File: config.mk
export PLATFORM = sky130hd
export DESIGN_NAME = instr_fetch_unit_flat
export DESIGN_NICKNAME = d
export VERILOG_FILES = /design/src/rtl/instr_fetch_unit_pkg.sv /design/src/rtl/instr_fetch_unit_if.sv /design/src/rtl/instr_fetch_unit_pc_next_calc.sv /design/src/rtl/instr_fetch_unit.sv /design/src/flat_wrapper.sv
export SDC_FILE = /design/constraint.sdc
export NUM_CORES = 1
export LEC_CHECK = 0
export ABC_CLOCK_PERIOD_IN_PS = 2920
export CAP_MARGIN = 20
export CORE_ASPECT_RATIO = 2
export CORE_MARGIN = 2
export CORE_UTILIZATION = 45
export CTS_BUF_LIST = sky130_fd_sc_hd__clkbuf_4
export CTS_CLUSTER_SIZE = 40
export DETAILED_ROUTE_END_ITERATION = 10
export MAX_ROUTING_LAYER = met4
export PLACE_DENSITY_LB_ADDON = 0.12
export RECOVER_POWER = 25
export SKIP_CTS_REPAIR_TIMING = 1
export SLEW_MARGIN = 25
export SYNTH_ARGS = -nofsm -noshare
export SYNTH_HDL_FRONTEND = slang
export SYNTH_SLANG_ARGS = --single-unit
export TNS_END_PERCENT = 1
File: constraint.sdc
create_clock -name clk -period 2.92 [get_ports clk]
set_clock_uncertainty 0.15 [all_clocks]
set_input_delay 0.876 -clock clk [delete_from_list [all_inputs] [get_ports clk]]
set_output_delay 0.876 -clock clk [all_outputs]
set_load 0.03 [all_outputs]
File: src/rtl/instr_fetch_unit_pkg.sv
// Shared definitions for the instruction fetch unit: opcodes, fetch FSM encoding, word widths.
package instr_fetch_unit_pkg;

    localparam int INS_W  = 16;
    localparam int DISP_W = 8;

    localparam logic [3:0] OP_ADD  = 4'h0;
    localparam logic [3:0] OP_AND  = 4'h1;
    localparam logic [3:0] OP_OR   = 4'h2;
    localparam logic [3:0] OP_SUB  = 4'h3;
    localparam logic [3:0] OP_BRZ  = 4'h4;
    localparam logic [3:0] OP_LD   = 4'h5;
    localparam logic [3:0] OP_ST   = 4'h6;
    localparam logic [3:0] OP_HALT = 4'hF;

    typedef enum logic [1:0] {
        ST_IDLE  = 2'd0,
        ST_FETCH = 2'd1,
        ST_EXEC  = 2'd2,
        ST_HALT  = 2'd3
    } fetch_state_t;

    function automatic logic [3:0] opcode_of(input logic [INS_W-1:0] word);
        return word[INS_W-1 -: 4];
    endfunction

endpackage

File: src/rtl/instr_fetch_unit_if.sv
// Instruction memory request/response bus between the fetch unit (master) and imem (slave).
interface instr_fetch_unit_if #(parameter int PC_W = 8);
    import instr_fetch_unit_pkg::*;

    logic             req;
    logic [PC_W-1:0]  addr;
    logic             valid;
    logic [INS_W-1:0] rdata;

    modport master (output req, output addr, input valid, input rdata);
    modport slave  (input req, input addr, output valid, output rdata);

endinterface

File: src/rtl/instr_fetch_unit_pc_next_calc.sv
// Next-PC selection: sequential pc+1, or pc+1 plus the sign-extended branch displacement.
module pc_next_calc
    import instr_fetch_unit_pkg::*;
#(
    parameter int PC_W = 8
) (
    input  logic [PC_W-1:0]   pc,
    input  logic              jump,
    input  logic [DISP_W-1:0] disp,
    output logic [PC_W-1:0]   pc_next
);

    logic signed [DISP_W-1:0] disp_s;
    logic [PC_W-1:0]          disp_sx;
    logic [PC_W-1:0]          pc_inc;

    // Size cast of a signed value sign-extends (or truncates when PC_W < DISP_W).
    assign disp_s  = disp;
    assign disp_sx = PC_W'(disp_s);
    assign pc_inc  = pc + PC_W'(1);
    assign pc_next = jump ? (pc_inc + disp_sx) : pc_inc;

endmodule

File: src/rtl/instr_fetch_unit.sv
// Instruction fetch/sequencer: owns the PC, fetches one instruction at a time from imem,
// strobes it to the decoder for one EXEC cycle and applies the decoder's branch decision.
module instr_fetch_unit
    import instr_fetch_unit_pkg::*;
#(
    parameter int PC_W     = 8,
    parameter int RESET_PC = 0
) (
    input  logic              clk,
    input  logic              rst_n,
    input  logic              run,
    instr_fetch_unit_if.master imem,
    output logic [INS_W-1:0]  ins,
    output logic              ins_valid,
    input  logic              pcjumpselect,
    input  logic [DISP_W-1:0] disp,
    output logic [PC_W-1:0]   pc,
    output logic              halted
);

    fetch_state_t    state, state_nxt;
    logic [PC_W-1:0] pc_nxt;
    logic            is_halt;

    pc_next_calc #(.PC_W(PC_W)) u_pc_next_calc (
        .pc      (pc),
        .jump    (pcjumpselect),
        .disp    (disp),
        .pc_next (pc_nxt)
    );

    assign is_halt = (opcode_of(ins) == OP_HALT);

    always_ff @(posedge clk or negedge rst_n) begin
        if (!rst_n) begin
            state <= ST_IDLE;
        end else begin
            state <= state_nxt;
        end
    end

    // run is only sampled in IDLE and EXEC; a fetch already issued always runs to completion.
    always_comb begin
        state_nxt = state;
        case (state)
            ST_IDLE:  if (run) state_nxt = ST_FETCH;
            ST_FETCH: if (imem.valid) state_nxt = ST_EXEC;
            ST_EXEC: begin
                if (is_halt)  state_nxt = ST_HALT;
                else if (run) state_nxt = ST_FETCH;
                else          state_nxt = ST_IDLE;
            end
            ST_HALT:  state_nxt = ST_HALT;
            default:  state_nxt = ST_IDLE;
        endcase
    end

    // Outputs decode straight from state so imem.req falls with an asynchronous reset.
    always_comb begin
        imem.req  = 1'b0;
        ins_valid = 1'b0;
        halted    = 1'b0;
        case (state)
            ST_FETCH: imem.req  = 1'b1;
            ST_EXEC:  ins_valid = 1'b1;
            ST_HALT:  halted    = 1'b1;
            default:  ;
        endcase
    end

    assign imem.addr = pc;

    always_ff @(posedge clk or negedge rst_n) begin
        if (!rst_n) begin
            pc  <= PC_W'(RESET_PC);
            ins <= '0;
        end else begin
            if (state == ST_FETCH && imem.valid) begin
                ins <= imem.rdata;
            end
            if (state == ST_EXEC && !is_halt) begin
                pc <= pc_nxt;
            end
        end
    end

endmodule

File: src/flat_wrapper.sv
// flat-port wrapper written by rule: the top's interface ports become plain ports
module instr_fetch_unit_flat import instr_fetch_unit_pkg::*;
#(
    parameter int PC_W     = 8,
    parameter int RESET_PC = 0
)
  (clk, rst_n, run, ins, ins_valid, pcjumpselect, disp, pc, halted, imem_req, imem_addr, imem_valid, imem_rdata);
  instr_fetch_unit_if #(.PC_W(PC_W)) imem_i ();
  input  logic clk;
  input  logic rst_n;
  input  logic run;
  output logic [INS_W-1:0] ins;
  output logic ins_valid;
  input  logic pcjumpselect;
  input  logic [DISP_W-1:0] disp;
  output logic [PC_W-1:0] pc;
  output logic halted;
  output wire logic [$bits(imem_i.req)-1:0] imem_req;
  output wire logic [$bits(imem_i.addr)-1:0] imem_addr;
  input wire logic [$bits(imem_i.valid)-1:0] imem_valid;
  input wire logic [$bits(imem_i.rdata)-1:0] imem_rdata;
  assign imem_req = imem_i.req;
  assign imem_addr = imem_i.addr;
  assign imem_i.valid = imem_valid;
  assign imem_i.rdata = imem_rdata;
  instr_fetch_unit #(.PC_W(PC_W), .RESET_PC(RESET_PC)) u_core (.clk(clk), .rst_n(rst_n), .run(run), .imem(imem_i), .ins(ins), .ins_valid(ins_valid), .pcjumpselect(pcjumpselect), .disp(disp), .pc(pc), .halted(halted));
endmodule
==> impl_metrics.tcl, run 1 <==
set metrics [dict create \
    cts_tree "yes" \
    wl_um 4140 \
    cts_root_buf "clkbuf_4" \
    design.final.nets 267 \
    seqCellArea_um2 652 \
    wl_per_cell_um 15.0 \
    max_freq_mhz 362 \
    initial_core_util_pct 46.0 \
    path_max_fanout 5 \
    drv_cap 0 \
    final_max_slew_viol_count 0 \
    crit_arrival_ns 1.73 \
    synth_edf_count 0 \
    ys_async_sr_fraction_pct 100 \
    firstDrtPassIters 4 \
    cts_buffer_depth 2 \
    routed-via-count 1444 \
    synthCells 160 \
    status "complete, no violations" \
    syn_nets 199 \
    setup_violations 0 \
    power.density_mw_per_mm2 1260 \
    diodes 0 \
    worst_slew_pin_slew_ns 1.48 \
    dieArea_mm2 0.00418 \
    hold_viol 0 \
    slowest_stage "clkdlybuf4s50_1" \
    place_hpwl_um 3370 \
    rsz0062_at_grt "no" \
    syn_to_final_growth_pct 45.9 \
    syn-cell-area_mm2 0.00164 \
    drc 0 \
    final_cell_area_mm2 0.00240 \
    fin_crit_ns 2.76 \
    clkLatencyLatePin_ns 0.33 \
    ios 64 \
    min-delay-path-class "reg2reg" \
    fin_tns_setup_ns 0 \
    critPathBufInv 1 \
    grt_pass1_vias 1511 \
    grt_max_degree 27 \
    ys_types 45 \
    p_total_uw 3030 \
    path_cells "nor2b_1, clkdlybuf4s50_1" \
    drtIter0Drc 10 \
    cts_buffers 3 \
    cp-start-kind "register" \
    nFillCells 313 \
    io_buffers 63 \
    syn_area_per_cell_um2 10.3 \
    grt_pass1_wl_um 6640 \
    worst_slack_ns 0.159 \
    multiInputGateArea_um2 903 \
    htree_num_levels 1 \
    utilization_pct 67.2 \
    die_h_um 89.5 \
    place_ws_ns -0.169 \
    antenna_found_initial 0 \
    grt_overflow 0 \
    seq_area_frac_synth_pct 39.6 \
    slew_headroom_pct 1.27 \
    finalCritPeriodShare_pct 94.5 \
    postPlaceCellArea_mm2 0.00235 \
    ir_drop_uv 830 \
    place_congestion 0.895 \
    post_drt_via_cell_ratio 5.23 \
    cp.required_ns 1.89 \
    core-area_mm2 0.00357 \
    drive_gt1_share_pct 18.5 \
    synth_seq_cells 26 \
    synthFlopType "dfrtp_1" \
    track_usage_pct 22.5 \
    row_count 31 \
    critPathKind "reg2out" \
    path_clk_slew_ns 0.16 \
    die_w_um 46.7 \
    ys_warn_count 0 \
    endpoint_kind "primary output" \
    critical_path.top_delay_family "buffers and inverters" \
    max_stage_delay_ns 0.72 \
    ant_nets 0 \
    cts.sinks 26 \
    p_leak_uw 0.00100 \
]
==> placed cells by master (no fill, tap or decap), types with 3 or more instances in the layout <==
cell	instances
buf_4	11
o21ai_0	11
clkdlybuf4s50_1	61
nor2_1	11
nand2_1	11
nand2b_1	4
clkbuf_4	3
a21oi_1	7
dfrtp_1	25
mux2_2	16
ha_1	9
inv_1	3
xnor2_1	5
nor3_1	4
xor2_1	4
==> cells by family (layout without fill, tap and decap cells) <==
kind of cell,count (synthesis),count (layout),share of synthesized area [%]
AO/OA/AOI/OAI,34,34,13.9
XOR/XNOR,9,9,4.80
adder cells (fa/ha/maj),10,10,8.07
buffers and inverters,15,82,5.41
flip-flops,26,26,39.6
multiplexers,18,18,12.5
AND/OR/NAND/NOR,48,48,15.8
==> worst reg2reg max path, cell delays in order (launching register included) <==
cell	delay, ns
dfrtp_2	0.43
ha_1	0.20
and3_2	0.25
nand3_1	0.10
xnor2_1	0.15
ha_1	0.28
a21oi_1	0.23
o211ai_2	0.14
o21ai_1	0.18
mux2_4	0.32
a311oi_2	0.19
==> metal layers <==
| metal | GRT usage (%) | routed length (µm) |
|---|---|---|
| met1 | 22.3 | 1500 |
| met2 | 41.2 | 2360 |
| met3 | 2.63 | 180 |
| met4 | 10.4 | 92 |
| met5 | - | 0 |
==> state kept, by name, summed over array words and instances, names as in the netlist <==
name	count
u_core.ins	16
u_core.imem.addr	8
u_core.state	2
==> stage by stage <==
stage | std cells | hold slack, ns
2_1_floorplan | 160 | 0.362
3_3_place_gp | 272 | 0.337
3_5_place_dp | 272 | 0.348
4_1_cts | 276 | 0.383
5_1_grt | 276 | 0.404
6_report | 276 | 0.378
==> where the power goes <==
group / internal (µW) / leakage, µW / switching (µW)
registers: 540 / 0.000303 / 162
clock network: 139 / 0.0000279 / 115
logic: 949 / 0.000674 / 1120
total: 1630 / 0.00100 / 1400
==> final timing paths <==
check                      depth (start not counted)           startpoint                   to  slack, ns
setup / recovery                                   2      u_core.state[1]            ins_valid       0.16
hold / removal                                     1        u_core.ins[1]        u_core.ins[1]       0.38
setup reg to reg                                  10  u_core.imem.addr[0]  u_core.imem.addr[7]       0.23
hold reg to reg                                    1        u_core.ins[1]        u_core.ins[1]       0.38
max in group asynchronous                          2                rst_n  u_core.imem.addr[0]       0.39
min in group asynchronous                          2                rst_n        u_core.ins[4]       1.25
==> cell usage after synthesis, types with 2 or more instances <==
| library cell | number | share of area (%) |
|---|---|---|
| buf_4 | 8 | 3.7 |
| o211ai_2 | 2 | 1.5 |
| nand4_1 | 2 | 0.76 |
| inv_1 | 3 | 0.69 |
| a21oi_1 | 7 | 2.1 |
| nand2_1 | 11 | 2.5 |
| ha_1 | 9 | 6.9 |
| a211oi_1 | 2 | 0.91 |
| nand3_1 | 2 | 0.61 |
| xnor2_1 | 5 | 2.7 |
| nor2_1 | 11 | 2.5 |
| nor3_1 | 4 | 1.2 |
| xor2_1 | 4 | 2.1 |
| nor2b_1 | 2 | 0.76 |
| buf_2 | 2 | 0.61 |
| a31oi_1 | 2 | 0.76 |
| nand2b_1 | 4 | 1.5 |
| o21ai_0 | 11 | 3.4 |
| mux2_2 | 16 | 11 |
| clkbuf_1 | 2 | 0.46 |
| and2_1 | 2 | 0.76 |
| dfrtp_1 | 26 | 40 |
==> area by class of cell <==
type                    instances  share of cell area [%]
clock buffers                   3                   0.939
multi-input cells             119                    37.7
repair buffers                 75                    29.9
clock inverters                 1                    1.25
flip-flops and latches         26                    27.2
inverters                       3                   0.470
well taps                      49                    2.56
(Power assumes the default switching activity.)
==> inputs of run 2 (changes only) <==
SETUP_SLACK_MARGIN = 0.02   (was unset)
==> run 2 against run 1 <==
Clock power fell by 40%. Clock-buffer cell count unchanged. Sequential share of layout area increased by 0.30 points. Register-to-register slack worse by 0.08 ns. Critical endpoint is now u_core.imem.addr[7].
==> impl_metrics.tcl, run 2 (same netlist as run 1, synthesis figures left out) <==
set metrics [dict create \
    min-delay-path-class "reg2reg" \
    dpl.cell_count 271 \
    cts_tree "yes" \
    cp.depth 10 \
    top_layer "met4" \
    holdWs_ns 0.376 \
    hold_depth 1 \
    cp-start-kind "register" \
    cts_buffer_depth 2 \
    dieArea_mm2 0.00418 \
    max_freq_mhz 361 \
    worstHoldStart "u_core.ins[6]" \
    wl_met3_um 132 \
    ant_nets 0 \
    seq_power_share_pct 24.3 \
    finalCritPeriodShare_pct 94.9 \
    combPwrFrac_pct 70.5 \
    critical_path.top_delay_family "compound AO/OA/AOI/OAI gates" \
    antenna_found_initial 0 \
    syn_to_final_growth_pct 44.6 \
    die_w_um 46.7 \
    final_max_slew_viol_count 0 \
    htree_num_levels 1 \
    internal_power_uw 1540 \
    wl_met1_um 1440 \
    path_cells "ha_1, and3_2, nand3_1, xnor2_2, ha_1, a21oi_2, o211ai_2, o21ai_1, mux2_4, a311oi_2" \
    ios 64 \
    io_buffers 63 \
    largest_reg_flops 16 \
    drc 0 \
    status "complete, no violations" \
    row_count 31 \
    p_clk_share_pct 5.2 \
    final_common_cell "clkdlybuf4s50_1" \
    holdPathEnd "u_core.ins[6]" \
    drv_cap 0 \
    place_congestion 0.876 \
    cts_buffers 3 \
    slew_headroom_pct 9.09 \
    grt_pass1_vias 1438 \
    critPathBufInv 0 \
    path_clk_slew_ns 0.13 \
    firstDrtPassIters 4 \
    slowest_stage "dfrtp_2" \
    finalNonFillerCells 275 \
    diodes 0 \
    endpoint_kind "register" \
    r2r-start "u_core.imem.addr[1]" \
    worst_slew_pin_slew_ns 1.36 \
    fin_crit_ns 2.77 \
    post_drt_via_cell_ratio 5.09 \
    utilization_pct 66.6 \
    reg2regPathDepth 10 \
    routed-wl-met2_um 2300 \
    crit_arrival_ns 2.86 \
    drtIter0Drc 7 \
    max_stage_delay_ns 0.44 \
    grt_pass1_wl_um 6420 \
    ir_drop_uv 851 \
    switching_share_pct 47.3 \
    routed-via-count 1401 \
    p_total_uw 2930 \
    mostFrequentLayoutCells "clkdlybuf4s50_1, dfrtp_1, mux2_2" \
    drive_gt1_share_pct 19.0 \
    clkLatencyLatePin_ns 0.32 \
    ff2ff_setup_slack_ns 0.15 \
    cts_root_buf "clkbuf_4" \
    core-area_mm2 0.00357 \
    regMostFlops "u_core.ins" \
    initial_core_util_pct 46.0 \
    power.density_mw_per_mm2 1230 \
    reg2reg_to "u_core.imem.addr[7]" \
    grt_max_degree 27 \
    die_h_um 89.5 \
    wl_per_cell_um 14.2 \
    track_usage_pct 21.4 \
    cts.sinks 26 \
    design.final.nets 266 \
    critPathKind "reg2reg" \
    cp.required_ns 3.01 \
    fin_tns_setup_ns 0 \
    cpMostUsedCell "ha_1" \
    grt_overflow 0 \
    path_max_fanout 6 \
    rsz0062_at_grt "no" \
    hold_viol 0 \
    setup_violations 0 \
    p_switching_uw 1380 \
    wl_um 3920 \
    p_leak_uw 0.000992 \
    place_hpwl_um 3190 \
]
run 2: area by class of cell:
class                   count  area (µm²)
multi-input cells         119         915
fillers                   309        1190
flip-flops and latches     26         653
repair buffers             74         709
clock buffers               3        22.5
well taps                  49        61.3
clock inverters             1        3.75
inverters                   3        11.3
run 2: worst max path at each step:
stage               slack [ns]                   to                start
floorplan                 0.12  u_core.imem.addr[7]  u_core.imem.addr[0]
global placement         -0.12  u_core.imem.addr[4]              disp[0]
detailed placement       -0.16  u_core.imem.addr[4]              disp[0]
CTS                       0.04  u_core.imem.addr[7]  u_core.imem.addr[1]
global route              0.03  u_core.imem.addr[7]  u_core.imem.addr[1]
finish                    0.15  u_core.imem.addr[7]  u_core.imem.addr[1]
run 2: per-layer routing:
layer | track usage (%) | vias up
met3 | 1.21 | 4
met1 | 24.8 | 657
met5 | - | -
met4 | 7.58 | 0
li1 | - | 704
met2 | 37.8 | 36
run 2: metrics by stage:
| step | cell area (µm²) | setup slack, ns |
|---|---|---|
| after detailed placement | 2340 | -0.156 |
| after CTS | 2370 | 0.0435 |
| after global routing | 2380 | 0.0272 |
| after global placement | 2340 | -0.117 |
| final | 2380 | 0.150 |
| after floorplan | 1650 | 0.122 |
run 2: power groups by stage:
stage                     combinational [µW]  clock, µW  sequential [µW]
after floorplan                         1020          0             1020
after global placement                  2040          0              700
after detailed placement                2060          0              718
after CTS                               2080        159              709
after global routing                    2250        171              738
final                                   2060        152              711
==> patch (flow settings as in run 2) <==
Reset style: synchronous (`rst_n`), changed in 2 clocked blocks. Comments in the files are not updated.
--- a/src/rtl/instr_fetch_unit.sv
+++ b/src/rtl/instr_fetch_unit.sv
@@ -33,3 +33,3 @@
 
-    always_ff @(posedge clk or negedge rst_n) begin
+    always_ff @(posedge clk) begin
         if (!rst_n) begin
@@ -72,3 +72,3 @@
 
-    always_ff @(posedge clk or negedge rst_n) begin
+    always_ff @(posedge clk) begin
         if (!rst_n) begin
Check against the original RTL: differs if rst_n is asserted again (counterexample within 4 cycles, from zero or initial values and one cycle with rst_n low); with rst_n held inactive, the same outputs for 10 cycles.
==> patch against run 2 <==
Routed wire length is 1.4% higher; sequential cell count unchanged; synthesized area rose by 0.15%; via count increased by 12%; worst setup slack better by 0.11 ns; cell count is 13% higher; maximum frequency up 4.1%; final area down 1.7%; largest cell class unchanged.
Power is left out: it rests on default switching activity, and per cell area and clock period it moved more than threefold.
==> patch: results (changes against run 2) <==
* Status: finished clean
* CP Max Fanout at 2 (-4)
* Inverter count at 5 (+2)
* Worst Hold Margin at 0.319 ns (-0.0570 ns)
* Seq/Total Area, Yosys at 31.6% (-8.0 points)
* Non-CTS buffers at 71 (-4.1%)
* Proportion of synthesized area in mux cells at 1.22% (-11 points)
* R2r setup slk at 0.27 ns (+0.12 ns)
* Met2 Use GR at 39.3% (+1.5 points)
* Placed Cells at 308 (+14%)
* Synth Area in XOR/XNOR at 5.25% (+0.45 points)
* Storage cell area at 520 µm² (-20%)
* Comb_multi_in at 157 (+32%)
* Die area at 4190 µm² (+0.13%)
* Synthesized area per cell at 7.99 µm² (-22%)
* Via/cell ratio at 5.03 (-1.4%)
* Worst slew pin tran at 0.767 ns (-0.596 ns)
* Non-clock buffer share at 29.4% (-0.45 points)
* Final core occ at 65.5% (-1.1 points)
* Layout filler cell count at 350 (+13%)
* Share of flip-flops with an asynchronous set or reset at 0% (-100 points)
* M1 GR Usage at 20.6% (-4.1 points)
* GPL Wtd Cong at 0.810 (-7.6%)
* Clock network area share at 2.25% (+1.1 points)
* Largest net degree at the start of global routing at 19 (-30%)
* Vias in the first global route at 1,378 (-4.2%)
* H-tree Lvls at 1 (unchanged)
* Post-DP HPWL at 3150 µm (-1.4%)
* Delay-heaviest family, CP: compound AO/OA/AOI/OAI gates
* GRT Total Usage at 20.9% (-0.57 points)
* ANT cells at 0 (unchanged)
* Min-Delay Endpoint: u_core.ins[0]$_SDFFE_PN0P_
* Hold Crit Start: u_core.ins[0]$_SDFFE_PN0P_
* Hold depth at 2 (+1)
* Post-synthesis compound-gate area fraction at 21.4% (+7.6 points)
* Routed wire per std cell at 12.7 µm (-11%)
* Post-Synth Adder-Cell Area at 8.06% (-0.012 points)
* Post-synth top cells: nand2_1 (48), dfxtp_1 (26), a21boi_0 (15), o21ai_0 (13), buf_4 (10)
* Met2 routed WL at 2240 µm (-2.5%)
* Initial DRC Count at 15 (+8)
* Reg2reg start: u_core.imem.addr[1]$_SDFFE_PN0P_
* First-pass GRT wire length at 6150 µm (-4.3%)
* NumNets Final at 303 (+14%)
* Dpl ws at -0.0696 ns (+0.0868 ns)
* Slowest-stage cell, CP: fa_1
* Synthesized net count at 245 (+23%)
* FF-to-FF End: u_core.imem.addr[7]$_SDFFE_PN0P_
* Multi-input combinational cell area at 996 µm² (+8.9%)
* Crit path DAT at 2.75 ns (-0.11 ns)
* Reg clk slew, reported paths at 0.15 ns (+0.02 ns)
* Fraction of layout cells with a size suffix above 1 at 6.46% (-13 points)
* Dominant cells by area after synthesis: dfxtp_1 (32%), nand2_1 (11%), a21boi_0 (6.8%)
* Post-Route WL at 3970 µm (+1.4%)
* Grt met3 use at 2.42% (+1.2 points)
* Met1 wire length at 1460 µm (+1.5%)
==> patch: worst max-delay path by stage <==
stage	end	slack, ns	from	cells after the start
after global routing	u_core.imem.addr[7]$_SDFFE_PN0P_	0.14	u_core.imem.addr[1]$_SDFFE_PN0P_	10
after CTS	imem_addr[2]	0.25	u_core.imem.addr[2]$_SDFFE_PN0P_	2
after detailed placement	u_core.imem.addr[6]$_SDFFE_PN0P_	-0.07	disp[0]	8
after global placement	u_core.imem.addr[6]$_SDFFE_PN0P_	-0.05	disp[0]	8
final	u_core.imem.addr[6]$_SDFFE_PN0P_	0.26	disp[0]	8
after floorplan	u_core.imem.addr[7]$_SDFFE_PN0P_	0.27	u_core.imem.addr[0]$_SDFFE_PN0P_	10
==> patch: cells by family after synthesis <==
kind of cell,after synthesis
flops,26
compound gates,53
fa+ha+maj,10
mux,2
buf+inv,23
xor+xnor,9
simple gates,83
==> patch: worst min-delay path, cell delays in order, from the launching register on <==
cell	delay [ns]
dfxtp_1	0.33
nand2_1	0.04
a21boi_0	0.06
